`src/rtl/cache_dm_ctrl.sv`:
```
// ---------------------------------------------------------------------------
// cache_dm_ctrl
//
// Direct-mapped, write-through cache controller between a processor memory
// port and a shared fixed-latency RAM.
//
//   * Read hit  : data_out/odv/hit one cycle after the accepting edge, no RAM
//                 access, controller stays idle (one hit per cycle possible).
//   * Read miss : RAM read strobe for mem_lat cycles, then the fetched word
//                 is allocated into the line and returned with odv.
//   * Write     : a hitting line is updated on the accepting edge (a miss
//                 does not allocate); the word is always written through to
//                 RAM with a mem_lat-cycle strobe.
//   * inv       : while idle, clears every valid bit; a ce_in in the same
//                 cycle is dropped.
//
// Handshake: a request is taken on a rising edge where ce_in=1, inv=0 and
// busy=0. Requests presented while busy are ignored, so the requester must
// hold ce_in or retry. odv and hit are one-cycle pulses.
//
// Ports
//   clk          clock, rising edge
//   clr          asynchronous active-low reset
//   addr_in      request address
//   data_in      write data from processor
//   rw_in        1 = read, 0 = write
//   ce_in        request strobe
//   inv          invalidate all lines
//   data_out     read data to processor
//   odv          read data valid pulse
//   hit          lookup result pulse for the accepted request
//   busy         controller cannot accept a request
//   addr_out     RAM address
//   data_wr_out  RAM write data
//   data_rd_in   RAM read data
//   rw_out       RAM direction, 1 = read
//   ce_out       RAM enable
// ---------------------------------------------------------------------------
module cache_dm_ctrl #(
    parameter int d_width   = 4,
    parameter int a_width   = 8,
    parameter int idx_width = 2,
    parameter int mem_lat   = 2
) (
    input  logic               clk,
    input  logic               clr,
    input  logic [a_width-1:0] addr_in,
    input  logic [d_width-1:0] data_in,
    input  logic               rw_in,
    input  logic               ce_in,
    input  logic               inv,
    output logic [d_width-1:0] data_out,
    output logic               odv,
    output logic               hit,
    output logic               busy,
    output logic [a_width-1:0] addr_out,
    output logic [d_width-1:0] data_wr_out,
    input  logic [d_width-1:0] data_rd_in,
    output logic               rw_out,
    output logic               ce_out
);

    localparam int lines     = 1 << idx_width;
    localparam int tag_width = a_width - idx_width;
    localparam int cnt_width = $clog2(mem_lat + 1);

    localparam logic [1:0] IDLE  = 2'd0;
    localparam logic [1:0] FILL  = 2'd1;
    localparam logic [1:0] WRITE = 2'd2;

    logic [1:0]           state;
    logic [cnt_width-1:0] cnt;
    logic [lines-1:0]     valid;
    logic [tag_width-1:0] tag_mem  [lines];
    logic [d_width-1:0]   data_mem [lines];

    logic [idx_width-1:0] req_idx;
    logic [tag_width-1:0] req_tag;
    logic [idx_width-1:0] lat_idx;
    logic [tag_width-1:0] lat_tag;
    logic                 lookup_hit;
    logic                 accept;
    logic                 last;

    assign req_idx    = addr_in[idx_width-1:0];
    assign req_tag    = addr_in[a_width-1:idx_width];
    // addr_out holds the latched request address for the whole RAM access.
    assign lat_idx    = addr_out[idx_width-1:0];
    assign lat_tag    = addr_out[a_width-1:idx_width];
    assign lookup_hit = valid[req_idx] && (tag_mem[req_idx] == req_tag);
    assign accept     = (state == IDLE) && ce_in && !inv;
    assign last       = (cnt == cnt_width'(1));

    // Decoded straight from the state register so a reset mid-access drops
    // the RAM strobe asynchronously.
    assign busy   = (state != IDLE);
    assign ce_out = (state != IDLE);
    assign rw_out = (state == FILL);

    // Control path, valid bits and registered outputs.
    always_ff @(posedge clk or negedge clr) begin
        if (!clr) begin
            state       <= IDLE;
            cnt         <= '0;
            valid       <= '0;
            addr_out    <= '0;
            data_wr_out <= '0;
            data_out    <= '0;
            odv         <= 1'b0;
            hit         <= 1'b0;
        end else begin
            odv <= 1'b0;
            hit <= 1'b0;
            case (state)
                IDLE: begin
                    if (inv) begin
                        valid <= '0;
                    end else if (ce_in) begin
                        addr_out    <= addr_in;
                        data_wr_out <= data_in;
                        hit         <= lookup_hit;
                        cnt         <= cnt_width'(mem_lat);
                        if (rw_in && lookup_hit) begin
                            data_out <= data_mem[req_idx];
                            odv      <= 1'b1;
                        end else if (rw_in) begin
                            state <= FILL;
                        end else begin
                            state <= WRITE;
                        end
                    end
                end
                FILL: begin
                    if (last) begin
                        valid[lat_idx] <= 1'b1;
                        data_out       <= data_rd_in;
                        odv            <= 1'b1;
                        state          <= IDLE;
                    end else begin
                        cnt <= cnt - 1'b1;
                    end
                end
                WRITE: begin
                    if (last) begin
                        state <= IDLE;
                    end else begin
                        cnt <= cnt - 1'b1;
                    end
                end
                default: state <= IDLE;
            endcase
        end
    end

    // Tag and data storage survive reset; only the valid bits are cleared.
    // The clr gate stops a request presented during reset from writing a line.
    always_ff @(posedge clk) begin
        if (clr && accept && !rw_in && lookup_hit) begin
            data_mem[req_idx] <= data_in;
        end else if (clr && (state == FILL) && last) begin
            data_mem[lat_idx] <= data_rd_in;
            tag_mem[lat_idx]  <= lat_tag;
        end
    end

endmodule

```
`config.mk`:
```
export PLATFORM = sky130hd
export DESIGN_NAME = cache_dm_ctrl
export DESIGN_NICKNAME = d
export VERILOG_FILES = /design/src/rtl/cache_dm_ctrl.sv
export SDC_FILE = /design/constraint.sdc
export NUM_CORES = 1
export LEC_CHECK = 0
export ABC_AREA = 0
export CORE_MARGIN = 2
export CORE_UTILIZATION = 35
export CTS_BUF_LIST = sky130_fd_sc_hd__clkbuf_4 sky130_fd_sc_hd__clkbuf_8 sky130_fd_sc_hd__clkbuf_16
export DETAILED_ROUTE_END_ITERATION = 10
export GPL_TIMING_DRIVEN = 0
export HOLD_SLACK_MARGIN = 0.06
export MAX_ROUTING_LAYER = met4
export PLACE_DENSITY = 0.57
export SLEW_MARGIN = 5
export SYNTH_ARGS = -nofsm -noshare
export SYNTH_HDL_FRONTEND = slang
export SYNTH_SLANG_ARGS = --single-unit
```
`constraint.sdc`:
```
create_clock -name clk -period 7.5 [get_ports clk]
set_input_delay 1.125 -clock clk [delete_from_list [all_inputs] [get_ports clk]]
set_output_delay 1.125 -clock clk [all_outputs]
set_load 0.05 [all_outputs]
```
==> results of run 1 <==
[registers in the layout (all words and copies together) (netlist names)]
| signal | cells |
|---|---|
| tag_mem | 24 |
| data_mem | 16 |
| addr_out | 8 |
| data_out | 4 |
| data_wr_out | 4 |
| valid | 4 |
| cnt | 2 |
| state | 2 |
| hit | 1 |
| odv | 1 |
[cell usage after synthesis (2+ instances only)]
master     n
clkbuf_1   6
dfrtp_1   26
mux4_1     3
nor3_1     5
nor2_1     9
mux4_2     4
ha_1       3
edfxtp_1  40
o21ai_0    3
xnor2_1    8
inv_1      9
a21oi_1    8
or4_1      2
mux2_2    22
nand2b_1   2
mux2i_1    7
mux2_4     2
a31oi_1    4
o22ai_1    3
nand2_1    9
buf_6      3
[kinds of logic (layout without fill, tap and decap cells)]
group           after synthesis  after routing  synth area share (%)
flops                        66             66                  61.7
mux                          38             38                  17.2
compound gates               32             32                  8.43
simple gates                 32             32                  5.05
buf+inv                      20             76                  3.42
xor+xnor                      9              9                  2.88
fa+ha+maj                     3              3                  1.25
[power by group through the flow]
stage / sequential [mW] / combinational [mW] / clock (mW)
final: 0.516 / 0.570 / 0.338
after global routing: 0.527 / 0.613 / 0.362
after CTS: 0.517 / 0.575 / 0.345
after detailed placement: 0.524 / 0.573 / 0
after global placement: 0.522 / 0.572 / 0
after floorplan: 0.673 / 0.244 / 0
[cells in the final DEF, fill, tap and decap left out, drive strengths merged, types with 2 or more instances in the layout]
master / synthesis / final
clkinv: 0 / 2
o41ai: 2 / 2
clkbuf: 6 / 17
xnor2: 9 / 9
clkdlybuf4s50: 0 / 39
o22ai: 3 / 3
inv: 9 / 9
dfrtp: 26 / 26
o21ai: 3 / 3
nor3: 5 / 5
mux4: 7 / 7
mux2i: 7 / 7
edfxtp: 40 / 40
nand2: 9 / 9
nand2b: 2 / 2
mux2: 24 / 24
nor2: 9 / 9
a21oi: 8 / 8
or4: 2 / 2
ha: 3 / 3
o32ai: 2 / 2
bufinv: 0 / 2
a31oi: 4 / 4
buf: 5 / 6
[critical path, delay by kind of cell]
kind / cells / cell delay, ns
compound gates: 1 / 0.15
simple gates: 2 / 1.07
mux: 1 / 0.52
xor+xnor: 1 / 0.14
buf+inv: 3 / 0.88
[metal layers]
layer	track usage [%]	up-vias
met5	-	-
met4	7.04	0
met3	3.49	9
met2	22.0	29
met1	19.3	902
li1	-	859
[final cells by class]
class                   count  area, µm²  share of cell area, %
flip-flops and latches     66       1850                   49.3
repair buffers             40        395                   10.5
clock inverters             5       76.3                   2.03
clock buffers              11        151                   4.03
plain buffers              11       68.8                   1.83
multi-input cells         114       1040                   27.8
inverters                   9       33.8                  0.900
well taps                 105        131                   3.50
[worst max path at each step]
stage	from	endpoint	slack [ns]	cells after the start
after floorplan	addr_in[0]	data_mem[0][1]	4.26	7
after global placement	clr	tag_mem[0][0]	2.94	5
after detailed placement	addr_in[0]	tag_mem[0][0]	3.12	8
after CTS	addr_in[0]	tag_mem[0][4]	3.49	8
after global routing	addr_in[0]	tag_mem[0][4]	3.40	8
final	addr_in[0]	tag_mem[0][2]	3.58	8
[per-stage QoR]
step / cells / power [mW] / hold WS [ns]
finish: 361 / 1.42 / 0.495
global route: 361 / 1.50 / 0.527
CTS: 361 / 1.44 / 0.499
detailed placement: 345 / 1.10 / 0.482
global placement: 345 / 1.09 / 0.474
floorplan: 200 / 0.918 / 0.458
==> run summary, run 1 <==
Crit-path slowest cell: nor3_1
Hold Fails Final Rpt: 0
measured slew at the worst slew-check pin: 1.04 ns
H-tree depth: 3
clock power share: 23.7%
Fmax: 0.255 GHz
Slew Limit Fails: 0
max_cap viols: 0
number of enable flip-flop cells after synthesis: 40
largest cells by area after synthesis: edfxtp_1, dfrtp_1, mux2_2
# resized after CTS: 0
RR Startpoint: state[0]
Synth Register Bits: 66
pwr dens: 379 mW/mm²
sequential share of power: 36.2%
initial DRC count: 81
Worst Setup End Kind: register
R2R Path End: tag_mem[0][2]
Worst Path Required: 7.46 ns
GPL Wtd Cong: 0.754
minimum clock period: 3.92 ns
Hold Path Class: reg2reg
Reg2Reg Setup Slack: 4.54 ns
diode count: 0
setup ws final: 3.58 ns
dpl ws: 3.12 ns
Initial Utilization: 36.3%
Gate power share: 40.0%
asr flop ratio synth: 39.4%
Yosys warnings: 0
clk slew on worst S/H paths: 0.07 ns
GRT Overall Usage: 14.8%
sw frac: 37.8%
final WL: 5980 µm
Clock Root Buffer: clkbuf_8
drt pass-1 iters: 4
cells after synthesis: 200
worst-skew pair later-pin latency: 0.35 ns
clk buf depth: 2
worst path cell trace: clkdlybuf4s50_1 > buf_6 > mux4_2 > xnor2_1 > nand2_1 > o41ai_4 > buf_6 > nor3_1
met2 wire length: 2800 µm
CP startpoint kind: input port
main flop type after synthesis: edfxtp_1
total leakage power: 1.37 nW
fillers: 731
Netlist cell types: 43
hold buffers post-CTS: 0
synthesized area per cell: 15.0 µm²
Die Ht: 96.6 µm
Int Pwr: 886 µW
PortBufs: 40
Post-CTS Setup Bufs: 0
Final period util: 52.3%
share of cells above drive strength 1: 21.1%
Clock Skew: 0.0113 ns
post-route cell area: 0.00375 mm²
die area: 0.00933 mm²
worst hold stages: 1
Core Footprint: 0.00826 mm²
Synth Net Count: 224
fin nets: 275
die width: 96.6 µm
Critical Path AT: 3.89 ns
grt total ovfl: 0
area grow syn2layout: 25.2%
setup repair after global routing missed its margin: no
worst vdd ir: 0.000141 V
FP Rows: 33
area leader, netlist: edfxtp_1
Most Frequent Cell on Critical Path: buf_6
# setup viols final: 0
TritonCTS buffer count: 9
CTS Sinks: 66
slew margin rel.: 30.5%
sequential area share after synthesis: 61.7%
Yosys top cell area share: 40.1%
DP Area: 0.00353 mm²
largest net degree at the start of global routing: 30
CTS tree: yes
outcome: complete, no violations
Setup CP Type: in2reg
switching power: 538 µW
vias in the first global route: 1807
DP Wirelength: 4170 µm
highest layer used for signal routing: met4
antenna violations before repair: 0
mapped cell area: 0.00300 mm²
FF-to-FF path depth: 8
Via density: 4.98
hold endpoint: cnt[1]
DR vias: 1799
Core Util, Final: 45.5%
num ports: 42
post-route ant nets: 0
WL met1: 2880 µm
TNS Setup: 0 ns
Max FO, Critical Path: 10
WL/cell: 16.6 µm
slowest stage delay, CP: 0.79 ns
met3 WL: 179 µm
DRC violations left: 0
first-pass GRT wire length: 9540 µm
HP Start: cnt[1]
Note: power is estimated with default switching activity, not from simulation.
==> inputs of run 2 (changes only) <==
--- a/config.mk
+++ b/config.mk
@@ -13,7 +13,7 @@
 export GPL_TIMING_DRIVEN = 0
 export HOLD_SLACK_MARGIN = 0.06
 export MAX_ROUTING_LAYER = met4
-export PLACE_DENSITY = 0.57
+export PLACE_DENSITY = 0.59
 export SLEW_MARGIN = 5
 export SYNTH_ARGS = -nofsm -noshare
 export SYNTH_HDL_FRONTEND = slang
==> constraint.sdc (replaced) <==
create_clock -name clk -period 3.2 [get_ports clk]
set_input_delay 0.48 -clock clk [delete_from_list [all_inputs] [get_ports clk]]
set_output_delay 0.48 -clock clk [all_outputs]
set_load 0.05 [all_outputs]
==> run 2 against run 1 <==
Non-clock buffer count did not move; clock power rose by 130%; count of clock-buffer cells in the layout did not move; via count rose by 2.1%; clock skew fell by 0.0036 ns; cell area rose by 0.27%; sequential power rose by 130%; cell count did not move; wire length barely moved; setup slack got worse by 3.5 ns; critical path type unchanged.
==> run summary, run 2 (synthesis results as in run 1) <==
H-tree depth: 3 (unchanged)
initial DRC count: 108 (+33%)
Int Pwr: 2.08 mW (+130%)
antenna violations before repair: 0 (unchanged)
Gate power share: 40.2% (+0.2 points)
setup repair after global routing missed its margin: no
slowest stage delay, CP: 0.56 ns (-0.23 ns)
WL/cell: 16.6 µm (about the same)
Crit-path slowest cell: mux4_2
# setup viols final: 0 (unchanged)
delay-heaviest family, CP: buffers and inverters
CTS Sinks: 66 (unchanged)
Pwr Total: 3.34 mW (+130%)
worst path cell trace: clkdlybuf4s50_1 > buf_6 > mux4_2 > xnor2_2 > o211ai_4 > o41ai_4 > buf_6 > mux2_4
vias in the first global route: 1780 (-1.5%)
fin nets: 275 (unchanged)
Fmax: 0.325 GHz
Reg2Reg Setup Slack: 0.28 ns (-4.26 ns)
fillers: 759 (+3.8%)
Slew Limit Fails: 0 (unchanged)
Reg with most FFs: tag_mem
TNS Setup: 0 ns (unchanged)
post-route ant nets: 0 (unchanged)
Top Registers: tag_mem (24), data_mem (16), addr_out (8)
RR Startpoint: state[1]
Core Util, Final: 45.6% (+0.12 points)
Core Footprint: 0.00826 mm² (unchanged)
CTS tree: yes
Final period util: 96.1%
setup ws final: 0.125 ns (-3.45 ns)
TritonCTS buffer count: 9 (unchanged)
Hold Fails Final Rpt: 0 (unchanged)
Max FO, Critical Path: 10 (unchanged)
outcome: complete, no violations
GRT Overall Usage: 14.3% (-0.49 points)
pwr dens: 888 mW/mm² (+130%)
Most Frequent Cell on Critical Path: buf_6
clk slew on worst S/H paths: 0.07 ns (about the same)
DP Wirelength: 4080 µm (-2.1%)
WP buf/inv: 3 (unchanged)
R2R Path End: data_mem[2][3]
CP startpoint kind: input port
grt total ovfl: 0 (unchanged)
diode count: 0 (unchanged)
switching power: 1.26 mW (+140%)
minimum clock period: 3.07 ns
area grow syn2layout: 25.5%
FP Rows: 33 (unchanged)
die area: 0.00933 mm² (unchanged)
die width: 96.6 µm (unchanged)
most frequent cells in the layout: edfxtp_1, clkdlybuf4s50_1, dfrtp_1, mux2_2, clkbuf_8
dpl ws: -0.537 ns (-3.66 ns)
Die Ht: 96.6 µm (unchanged)
Via density: 5.09 (+2.1%)
DR vias: 1837 (+2.1%)
sequential share of power: 36.3% (about the same)
first-pass GRT wire length: 9210 µm (-3.4%)
clock power share: 23.5% (-0.2 points)
Initial Utilization: 36.3% (unchanged)
largest net degree at the start of global routing: 30 (unchanged)
final WL: 5980 µm (about the same)
share of cells above drive strength 1: 21.9% (+0.78 points)
sw frac: 37.8% (+0.068 points)
commonest non-fill, non-tap cell in the layout: edfxtp_1
Worst Setup End Kind: register
clk buf depth: 2 (unchanged)
slew margin rel.: 53.1% (+23 points)
worst-skew pair later-pin latency: 0.34 ns (about the same)
measured slew at the worst slew-check pin: 0.701 ns (-0.334 ns)
GPL Wtd Cong: 0.739 (-2.0%)
hold buffers post-CTS: 0 (unchanged)
num ports: 42 (unchanged)
Clock Skew: 0.00765 ns (-0.00363 ns)
Largest register FFs: 24 (unchanged)
worst vdd ir: 0.000351 V (+150%)
Critical Path AT: 3.16 ns (-0.73 ns)
Setup CP Type: in2reg
DRC violations left: 0 (unchanged)
max_cap viols: 0 (unchanged)
Hold Path Class: in2async
FF-to-FF path depth: 9 (+1)
PortBufs: 40 (unchanged)
Clock Root Buffer: clkbuf_8
drt pass-1 iters: 4 (unchanged)
Worst Path Required: 3.29 ns (-4.17 ns)
total leakage power: 1.38 nW (+0.31%)
==> run 2: cell counts in the layout (fill, tap and decap cells not counted) <==
No cell type changed its count.
==> run 2: cell type report <==
class / count / area, µm² / area share (%)
Clock buffer: 11 / 151 / 4.02
Buffer: 11 / 68.8 / 1.83
Clock inverter: 5 / 76.3 / 2.03
Timing Repair Buffer: 40 / 395 / 10.5
Tap cell: 105 / 131 / 3.49
Sequential cell: 66 / 1850 / 49.2
Multi-Input combinational cell: 114 / 1050 / 28.0
Inverter: 9 / 33.8 / 0.898
==> run 2: stage by stage <==
| step | cells | area, µm² | hold WS [ns] |
|---|---|---|---|
| floorplan | 200 | 3000 | 0.184 |
| global placement | 345 | 3530 | 0.476 |
| detailed placement | 345 | 3530 | 0.486 |
| CTS | 361 | 3760 | 0.191 |
| global route | 361 | 3760 | 0.224 |
| finish | 361 | 3760 | 0.171 |
==> run 2: worst max-delay path by stage <==
stage | from | endpoint | slack (ns) | depth (start not counted)
2_1_floorplan | state[1] | data_mem[2][0] | 0.50 | 9
3_3_place_gp | clr | tag_mem[0][0] | -0.71 | 5
3_5_place_dp | addr_in[0] | tag_mem[0][0] | -0.54 | 8
4_1_cts | addr_in[0] | data_mem[0][1] | 0.02 | 8
5_1_grt | addr_in[0] | data_mem[2][1] | 0.03 | 8
6_report | addr_in[0] | data_mem[2][1] | 0.13 | 8
==> run 2: what timing repair did <==
action / CTS / global route
pin swaps: 0 / 0
endpoints found under the setup margin: 6 / 4
setup buffers: 0 / 0
resized for setup: 1 / 1
==> run 2: power by group through the flow <==
stage	Combinational, mW	Clock, mW	Sequential (mW)
finish	1.34	0.785	1.21
global placement	1.33	0	1.23
floorplan	0.573	0	1.58
detailed placement	1.34	0	1.23
global route	1.44	0.839	1.23
CTS	1.35	0.798	1.21
==> run 2: metal layers <==
metal  vias up  routed length [µm]  global-route usage, %  part of all wire, %
met4         0                 121                   7.75                  2.0
met1       929                2800                   18.6                   47
met5         -                   0                      -                    0
met3        12                 250                   2.87                  4.2
li1        857                   -                      -                    -
met2        39                2810                   21.4                   47
